## config.mk

```make
export PLATFORM = sky130hd
export DESIGN_NAME = ddr3_wb_bist
export DESIGN_NICKNAME = d
export VERILOG_FILES = /design/src/rtl/ddr3_wb_bist.sv
export SDC_FILE = /design/constraint.sdc
export NUM_CORES = 1
export LEC_CHECK = 0
export BUFFER_PORTS_ARGS = -buffer_cell sky130_fd_sc_hd__buf_2
export CORE_ASPECT_RATIO = 0.5
export CORE_UTILIZATION = 34
export DETAILED_ROUTE_END_ITERATION = 10
export GPL_TIMING_DRIVEN = 0
export HOLD_SLACK_MARGIN = 0.15
export PLACE_DENSITY = 0.53
export SYNTH_ARGS = -nofsm -noshare
export SYNTH_HDL_FRONTEND = slang
export SYNTH_SLANG_ARGS = --single-unit
```

## constraint.sdc

```tcl
create_clock -name i_controller_clk -period 2.7 [get_ports i_controller_clk]
set_clock_uncertainty 0.05 [all_clocks]
set_input_delay 0.135 -clock i_controller_clk [delete_from_list [all_inputs] [get_ports i_controller_clk]]
set_output_delay 0.135 -clock i_controller_clk [all_outputs]
set_load 0.02 [all_outputs]
```

## src/rtl/ddr3_wb_bist.sv

```systemverilog
// Pipelined Wishbone traffic generator for ddr3_top bring-up: writes an address-derived
// pattern, reads it back in order, and reports error count, first failing address and bus timeout.
module ddr3_wb_bist #(
  parameter int                AWIDTH          = 24,
  parameter int                DWIDTH          = 64,
  parameter int                NUM_WORDS       = 256,
  parameter logic [AWIDTH-1:0] BASE_ADDR       = '0,
  parameter logic [31:0]       SEED            = 32'hA5C3_0F1E,
  parameter int                MAX_OUTSTANDING = 8,
  parameter int                TIMEOUT         = 4096
) (
  input  logic                  i_controller_clk,
  input  logic                  i_rst,
  input  logic                  i_calib_done,
  input  logic                  i_start,
  output logic                  o_wb_cyc,
  output logic                  o_wb_stb,
  output logic                  o_wb_we,
  output logic [AWIDTH-1:0]     o_wb_addr,
  output logic [DWIDTH-1:0]     o_wb_data,
  output logic [DWIDTH/8-1:0]   o_wb_sel,
  input  logic                  i_wb_stall,
  input  logic                  i_wb_ack,
  input  logic [DWIDTH-1:0]     i_wb_data,
  output logic                  o_busy,
  output logic                  o_done,
  output logic                  o_pass,
  output logic                  o_timeout,
  output logic [15:0]           o_err_count,
  output logic [AWIDTH-1:0]     o_first_err_addr
);

  localparam int              CW         = AWIDTH + 1;
  localparam logic [CW-1:0]   LP_NUM     = CW'(NUM_WORDS);
  localparam logic [CW-1:0]   LP_LAST    = CW'(NUM_WORDS - 1);
  localparam logic [7:0]      LP_MAXO    = 8'(MAX_OUTSTANDING);
  localparam logic [31:0]     LP_TO_LAST = 32'(TIMEOUT - 1);

  typedef enum logic [2:0] {
    S_IDLE, S_WRITE, S_WDRAIN, S_READ, S_RDRAIN, S_DONE
  } state_t;

  function automatic logic [DWIDTH-1:0] f_pattern(input logic [AWIDTH-1:0] a);
    return {(DWIDTH/32){32'(a) ^ SEED}};
  endfunction

  state_t            r_state;
  logic [CW-1:0]     r_issue_cnt;
  logic [7:0]        r_outst;
  logic [31:0]       r_idle_cnt;
  logic [AWIDTH-1:0] r_addr;
  logic [AWIDTH-1:0] r_ack_addr;
  logic [DWIDTH-1:0] r_wdata;
  logic              r_we;
  logic              r_done;
  logic              r_pass;
  logic              r_timeout;
  logic [15:0]       r_err_count;
  logic [AWIDTH-1:0] r_first_err_addr;

  logic              w_active;
  logic              w_issue_phase;
  logic              w_stb;
  logic              w_accept;
  logic              w_ack;
  logic              w_rd_ack;
  logic              w_mismatch;
  logic              w_abort;
  logic [AWIDTH-1:0] w_next_addr;

  assign w_active      = r_state inside {S_WRITE, S_WDRAIN, S_READ, S_RDRAIN};
  assign w_issue_phase = r_state inside {S_WRITE, S_READ};
  assign w_stb         = w_issue_phase && (r_issue_cnt < LP_NUM) && (r_outst < LP_MAXO);
  assign w_accept      = w_stb && !i_wb_stall;
  // Acks that arrive with nothing outstanding are stray and must not corrupt the counters.
  assign w_ack         = w_active && i_wb_ack && (r_outst != 8'd0);
  assign w_rd_ack      = w_ack && (r_state inside {S_READ, S_RDRAIN});
  assign w_mismatch    = w_rd_ack && (i_wb_data != f_pattern(r_ack_addr));
  assign w_abort       = w_active && (!i_calib_done ||
                         ((r_outst != 8'd0) && !w_ack && (r_idle_cnt == LP_TO_LAST)));
  assign w_next_addr   = r_addr + AWIDTH'(1);

  assign o_wb_cyc         = w_active;
  assign o_wb_stb         = w_stb;
  assign o_wb_we          = r_we;
  assign o_wb_addr        = r_addr;
  assign o_wb_data        = r_wdata;
  assign o_wb_sel         = '1;
  assign o_busy           = w_active;
  assign o_done           = r_done;
  assign o_pass           = r_pass;
  assign o_timeout        = r_timeout;
  assign o_err_count      = r_err_count;
  assign o_first_err_addr = r_first_err_addr;

  always_ff @(posedge i_controller_clk) begin
    if (i_rst) begin
      r_state          <= S_IDLE;
      r_issue_cnt      <= '0;
      r_outst          <= '0;
      r_idle_cnt       <= '0;
      r_addr           <= '0;
      r_ack_addr       <= '0;
      r_wdata          <= '0;
      r_we             <= 1'b0;
      r_done           <= 1'b0;
      r_pass           <= 1'b0;
      r_timeout        <= 1'b0;
      r_err_count      <= '0;
      r_first_err_addr <= '0;
    end else begin
      if (w_accept) begin
        r_issue_cnt <= r_issue_cnt + CW'(1);
        r_addr      <= w_next_addr;
        r_wdata     <= f_pattern(w_next_addr);
      end

      if (w_accept && !w_ack)      r_outst <= r_outst + 8'd1;
      else if (!w_accept && w_ack) r_outst <= r_outst - 8'd1;

      if (!w_active || w_ack || (r_outst == 8'd0)) r_idle_cnt <= '0;
      else                                         r_idle_cnt <= r_idle_cnt + 32'd1;

      // Read acks complete in order, so a private counter names the word being returned.
      if (w_rd_ack) r_ack_addr <= r_ack_addr + AWIDTH'(1);
      if (w_mismatch) begin
        if (r_err_count != 16'hFFFF) r_err_count <= r_err_count + 16'd1;
        if (r_err_count == 16'd0)    r_first_err_addr <= r_ack_addr;
      end

      case (r_state)
        S_IDLE, S_DONE: begin
          if (i_start && i_calib_done) begin
            r_state          <= S_WRITE;
            r_issue_cnt      <= '0;
            r_outst          <= '0;
            r_idle_cnt       <= '0;
            r_addr           <= BASE_ADDR;
            r_ack_addr       <= BASE_ADDR;
            r_wdata          <= f_pattern(BASE_ADDR);
            r_we             <= 1'b1;
            r_done           <= 1'b0;
            r_pass           <= 1'b0;
            r_timeout        <= 1'b0;
            r_err_count      <= '0;
            r_first_err_addr <= '0;
          end
        end
        S_WRITE: begin
          if (w_accept && (r_issue_cnt == LP_LAST)) r_state <= S_WDRAIN;
        end
        S_WDRAIN: begin
          if (r_outst == 8'd0) begin
            r_state     <= S_READ;
            r_issue_cnt <= '0;
            r_addr      <= BASE_ADDR;
            r_ack_addr  <= BASE_ADDR;
            r_wdata     <= f_pattern(BASE_ADDR);
            r_we        <= 1'b0;
          end
        end
        S_READ: begin
          if (w_accept && (r_issue_cnt == LP_LAST)) r_state <= S_RDRAIN;
        end
        S_RDRAIN: begin
          if (r_outst == 8'd0) begin
            r_state <= S_DONE;
            r_done  <= 1'b1;
            r_pass  <= (r_err_count == 16'd0) && !r_timeout;
          end
        end
        default: r_state <= S_IDLE;
      endcase

      // A lost calibration is treated like a hung bus: abandon the pass and report it failed.
      if (w_abort) begin
        r_state   <= S_DONE;
        r_timeout <= 1'b1;
        r_done    <= 1'b1;
        r_pass    <= 1'b0;
      end
    end
  end

endmodule

```

==> impl_metrics.yaml, run 1 <==
status:
  outcome: "finished, final reports clean"
sta:
  worst_slew_pin_slew_ps: 738.5
  slew_headroom: 0.5039
  post-route-period-util: 0.9488
  whs_ps: 302.3
  drv_slew: 0
  layout_min_cycle_time_ps: 2562
  setup_viol_count_final: 0
  hold_violations: 0
  fmax_mhz: 390.3
floorplan:
  start_util: 0.3512
  die_area_mm2: 0.03111
  std_cell_rows: 44
  num_io_pins: 213
  core-area_mm2: 0.02940
  die-height_um: 125.2
  die_w_um: 248.4
clock_tree:
  cts_buffers: 23
  cts.path.max_buffers: 3
  clock_sinks: 224
  clock_latency_ps: 530
  h-tree-depth: 1
  root_buffer: "clkbuf_16"
  clkSlewWorstSetupHoldPaths_ps: 70
  cts_tree: "yes"
synth:
  synth_edf_count: 0
  synth.cell_area_mm2: 0.01032
  synth_cell_types: 60
  syn_avg_cell_area_um2: 8.427
  synth.yosys.seq_area_share: 0.4344
  ys_warn_count: 0
  synthFlopType: "dfxtp_1"
  synth-seq-cells: 224
  synthCells: 1225
  synthArstFlopShare: 0
setup_path:
  worst-endpoint-required_ps: 3030
  cp_max_fo: 10
  critPathKind: "reg -> reg"
  worstSetupEndpointType: "register"
  cp.arrival_ps: 2890
  start_kind: "register"
placed_design:
  portBuffers: 204
  routabilityCongestion: 0.8943
  place_area_mm2: 0.01186
  dp_hpwl_um: 23080
drt:
  wl_per_cell_um: 16.44
  vias: 9641
  drt_iter0_markers: 591
  wirelength_um: 30810
  first_pass_iters: 5
  drc: 0
  drtAntennaViolNets: 0
  vias_per_cell: 5.145
global_routing:
  grt_use_total: 0.1936
  antenna_found_initial: 1
  grt_pass1_wl_um: 49350
  grt_max_degree: 17
  grt_pass1_vias: 9418
  overflow: 0
cells_and_area:
  layout-drive-gt1-share: 0.2232
  insertedDiodeCount: 0
  fin_util: 0.4378
  nets: 1545
  area_growth_pct: 24.66
  final_area_mm2: 0.01287
power:
  p_comb_frac: 0.319
  switchingPower_mw: 4.007
  p_int_mw: 6.952
  swShare: 0.3656
  leakagePower_nw: 5.170
  p_total_mw: 10.96
  seq_power_share: 0.366
  power_frac_clock: 0.315
  worst_ir_drop_vdd_uv: 427.3
  p_per_area_mw_per_mm2: 851.5
min_path:
  worstHoldPathType: "in -> reg"
job:
  maxCapViolations: 0
==> final cells by class <==
type	count	area, um^2
inverters	20	75.07
plain buffers	83	420.4
flip-flops and latches	224	4484
repair buffers	214	1111
clock inverters	15	198.9
clock buffers	27	620.6
multi-input cells	900	5470
well taps	391	489.2
fillers	3021	16530
==> what timing repair did <==
item,4_1_cts,5_1_grt
hold buffers,5,1
gates resized for setup,8,32
pin swaps,1,4
hold endpoints to repair,5,1
buffers inserted,2,2
setup endpoints to repair,55,189
gates cloned,0,0
==> kinds of logic (layout without fill, tap and decap cells) <==
group | after synthesis | in the layout | synth area share
AOI/OAI and AO/OA | 227 | 227 | 0.1273
adders and majority gates | 9 | 9 | 0.01091
muxes | 2 | 2 | 0.001939
DFF | 224 | 224 | 0.4344
other | 1 | 8 | 0.0003632
xor gates and xnor gates | 119 | 119 | 0.1010
buffers and inverters | 108 | 359 | 0.04751
and+or+nand+nor | 535 | 535 | 0.2767
==> per-layer routing <==
layer,vias to the layer above,global-route usage,part of all wire
li1,4813,-,-
met1,4579,0.2507,0.47
met2,212,0.3318,0.46
met3,37,0.04018,0.048
met4,0,0.04275,0.018
met5,-,0,0
==> metrics by stage <==
stage          instances  TNS, ps  setup slack, ps
5_1_grt             1874   -18.26           -10.45
3_5_place_dp        1827    -2488           -88.51
6_report            1874        0            138.2
4_1_cts             1876        0            3.295
3_3_place_gp        1827    -1249           -61.29
2_1_floorplan       1232        0            321.9
==> state kept, by name (all words and copies together) (netlist names), 3 cells and up <==
register          cells
o_first_err_addr     24
r_state               3
o_wb_addr            24
o_wb_data            64
r_idle_cnt           32
o_err_count          16
r_outst               8
r_issue_cnt          25
r_ack_addr           24
==> cells in the mapped netlist, types with 5 or more instances <==
cell / instances / area (um^2)
dfxtp_1: 224 / 4484
nor2_1: 128 / 480.5
a21oi_1: 101 / 505.5
nand2_1: 85 / 319.1
nand4_1: 73 / 456.7
xnor2_1: 60 / 525.5
xor2_1: 59 / 516.8
o21ai_0: 57 / 285.3
nand3_1: 42 / 210.2
clkbuf_1: 41 / 153.9
and3_1: 37 / 231.5
buf_2: 32 / 160.2
nor3_1: 31 / 155.2
o21a_1: 29 / 217.7
nor4_1: 26 / 162.7
and2_1: 24 / 150.1
or3_1: 23 / 143.9
inv_1: 20 / 75.07
and4_1: 12 / 105.1
buf_4: 10 / 75.07
ha_1: 9 / 112.6
o22ai_1: 8 / 50.05
and3b_1: 7 / 61.31
nor2b_1: 6 / 37.54
nor3b_1: 6 / 45.04
or4_1: 6 / 45.04
a31oi_1: 5 / 31.28
nand2b_1: 5 / 31.28
==> power by group through the flow <==
| stage | Sequential, mW | Combinational [mW] | Clock [mW] |
|---|---|---|---|
| 2_1_floorplan | 4.51 | 1.80 | 0 |
| 3_3_place_gp | 4.08 | 3.37 | 0 |
| 3_5_place_dp | 4.09 | 3.41 | 0 |
| 4_1_cts | 4.02 | 3.44 | 3.55 |
| 5_1_grt | 4.07 | 3.81 | 3.69 |
| 6_report | 4.01 | 3.49 | 3.45 |
==> path summary, 6_finish.rpt <==
kind	cells after the start	slack, ps	startpoint	end
min	8	300	i_wb_data[55]	o_err_count[10]
min reg2reg	2	410	o_wb_data[37]	o_wb_data[37]
max reg2reg	8	140	r_outst[4]	o_wb_data[16]
max	8	140	r_outst[4]	o_wb_data[16]
==> critical path, stage by stage (launching register included) <==
cell,delay [ps]
dfxtp_1,360
nor3_4,340
nand2_2,160
or4_1,570
buf_2,220
buf_6,170
clkbuf_1,300
nand2_1,170
a21oi_1,80
==> placed cells by master (no fill, tap or decap), types with 5 or more instances in the layout <==
cell type / instances
o21a_1: 29
nor2_1: 126
o21ai_0: 57
and4_1: 11
and2_1: 24
nand2b_1: 5
dfxtp_1: 224
buf_2: 231
and3_1: 37
nor4_1: 20
nor2b_1: 5
dlygate4sd3_1: 6
conb_1: 8
nor3b_1: 6
nand3_1: 42
or4_1: 6
xnor2_1: 59
buf_4: 19
ha_1: 9
clkbuf_2: 9
nand2_1: 83
a31oi_1: 5
nor4_2: 8
o22ai_1: 8
xor2_1: 59
nor3_1: 31
or3_1: 22
a21oi_1: 101
and3b_1: 7
clkbuf_16: 23
clkbuf_1: 30
nand4_1: 73
inv_1: 20
Note: power is estimated with default switching activity, not from simulation.
==> inputs of run 2 (changes only) <==
--- a/config.mk
+++ b/config.mk
@@ -8,6 +8,7 @@
 export BUFFER_PORTS_ARGS = -buffer_cell sky130_fd_sc_hd__buf_2
 export CORE_ASPECT_RATIO = 0.5
 export CORE_UTILIZATION = 34
+export CTS_CLUSTER_DIAMETER = 100
 export DETAILED_ROUTE_END_ITERATION = 10
 export GPL_TIMING_DRIVEN = 0
 export HOLD_SLACK_MARGIN = 0.15
==> constraint.sdc (replaced) <==
create_clock -name i_controller_clk -period 2.37 [get_ports i_controller_clk]
set_clock_uncertainty 0.05 [all_clocks]
set_input_delay 0.1185 -clock i_controller_clk [delete_from_list [all_inputs] [get_ports i_controller_clk]]
set_output_delay 0.1185 -clock i_controller_clk [all_outputs]
set_load 0.02 [all_outputs]
==> impl_metrics.yaml, run 2 (synthesized netlist as in run 1, its figures left out) <==
clock_tree:
  root_buffer: "clkbuf_16"
  clock_latency_ps: 530
  cts.path.max_buffers: 3
  cts_buffers: 23
  clock_sinks: 224
  cts_tree: "yes"
  h-tree-depth: 1
  clkSlewWorstSetupHoldPaths_ps: 70
cells_and_area:
  stdcell_count: 1878
  insertedDiodeCount: 0
  layout_common_cells: "buf_2 (219), dfxtp_1 (206), nor2_1 (126)"
  layout-drive-gt1-share: 0.2616
  largest_reg_flops: 64
  layout_commonest_cell: "buf_2"
  fillers: 2964
  fin_util: 0.4483
  area_growth_pct: 27.66
  nets: 1551
global_routing:
  use_met1: 0.2534
  gr-max-usage-layer: "met2"
  grt_use_total: 0.1933
  grt_pass1_wl_um: 49010
  grtUsageMet2: 0.3245
  grt_pass1_vias: 9277
  grt_max_degree: 15
  use_met3: 0.03977
  overflow: 0
  antenna_found_initial: 2
drt:
  wirelength_um: 31280
  drc: 0
  drtAntennaViolNets: 0
  first_pass_iters: 5
  wl_per_cell_um: 16.65
  drt_iter0_markers: 576
  vias_per_cell: 5.186
  vias: 9739
setup_path:
  reg2reg_slack_ps: 70
  slowest_stage: "nor4_4"
  cp_common_cell: "clkbuf_4"
  start_kind: "register"
  slowest_delay_ps: 350
  rr_endpoint: "o_first_err_addr[17]"
  regToRegStartpoint: "r_ack_addr[2]"
  rr_worst_depth: 9
  worst-endpoint-required_ps: 2770
  worstSetupEndpointType: "register"
  crit_chain: "clkbuf_4 -> xor2_1 -> nand4_1 -> nor4_4 -> and4_1 -> clkbuf_4 -> buf_4 -> o21ai_0 -> a21oi_1"
  critPathKind: "reg -> reg"
  cp.arrival_ps: 2700
  cp_max_fo: 10
power:
  leakagePower_nw: 5.366
  worst_ir_drop_vdd_uv: 494.6
  p_per_area_mw_per_mm2: 964.6
sta:
  fmax_mhz: 435.7
  post-route-period-util: 0.9684
  layout_min_cycle_time_ps: 2295
  post-route-worst-setup-slack_ps: 74.81
  rsz0062_at_grt: "yes"
  whs_ps: 309.3
  hold_violations: 0
  setup_viol_count_final: 0
  worst_slew_pin_slew_ps: 662.7
  slew_headroom: 0.5535
  drv_slew: 0
floorplan:
  std_cell_rows: 44
  die_area_mm2: 0.03111
  die-height_um: 125.2
  num_io_pins: 213
  start_util: 0.3512
  die_w_um: 248.4
  core-area_mm2: 0.02940
placed_design:
  routabilityCongestion: 0.8750
  dp_slack_ps: -444.6
  portBuffers: 204
  dp_hpwl_um: 23170
  dp_cells: 1827
status:
  outcome: "finished, final reports clean"
min_path:
  worstHoldPathType: "in -> reg"
  holdPathEnd: "o_err_count[10]"
  worstHoldStart: "i_wb_data[52]"
  hold_depth: 8
job:
  maxCapViolations: 0
[run 2: changes by cell type in the layout (fill, tap and decap cells not counted), sizes merged]
cell	change
clkinv	-3
clkbuf	-2
clkinvlp	-1
bufinv	-1
buf	+12
dlygate4sd3	-1
[run 2: final cells by class]
cell class / instances / area, um^2 / share of cell area
buffer: 77 / 473.0 / 0.03589
clock buffer: 30 / 661.9 / 0.05022
clock inverter: 10 / 131.4 / 0.009969
inverter: 20 / 75.07 / 0.005696
multi-input combinational: 900 / 5625 / 0.4268
sequential: 224 / 4512 / 0.3424
tap: 391 / 489.2 / 0.03712
timing repair buffer: 226 / 1211 / 0.09190
[run 2: metrics by stage]
step	TNS, ps	cell area, um^2	total power [mW]
floorplan	0	10360	7.191
detailed placement	-49620	11870	8.553
global route	-319.0	13180	13.39
finish	0	13180	12.71
global placement	-46080	11870	8.491
CTS	0	12930	12.68
[run 2: critical path: cells and delay by family (launching register included)]
family | cells | cell delay, ps
AND/OR/NAND/NOR | 3 | 770
buffers and inverters | 3 | 620
XOR/XNOR | 1 | 220
AO/OA/AOI/OAI | 2 | 240
flip-flops | 1 | 310
[run 2: worst max-delay path by stage]
stage	startpoint	endpoint	slack, ps	cells after the start
6_report	r_ack_addr[2]	o_first_err_addr[17]	70	9
5_1_grt	r_state[0]	r_idle_cnt[17]	-30	8
4_1_cts	r_ack_addr[20]	o_first_err_addr[17]	0.7	8
3_5_place_dp	r_state[0]	o_wb_addr[6]	-440	9
3_3_place_gp	r_state[0]	o_wb_addr[10]	-420	9
2_1_floorplan	r_outst[0]	o_err_count[9]	60	8
[run 2: layer usage]
layer  wire (um)  share of wire  vias to the layer above
met5           0              0                        -
met4         534          0.017                        0
met3        1619          0.052                       43
met2       14740           0.47                      236
met1       14380           0.46                     4631
li1            -              -                     4829
[run 2: timing repair]
item | in CTS | in global routing
pin swaps | 7 | 16
gates resized for setup | 56 | 76
hold buffers | 5 | 0
setup endpoints to repair | 203 | 189
endpoints found under the hold margin | 15 | 0
buffers inserted | 9 | 8
[run 2: power by group]
part	internal, mW	switching, mW	total, mW
clock network	2.29	1.56	3.84
logic	1.53	2.75	4.27
registers	4.28	0.317	4.59
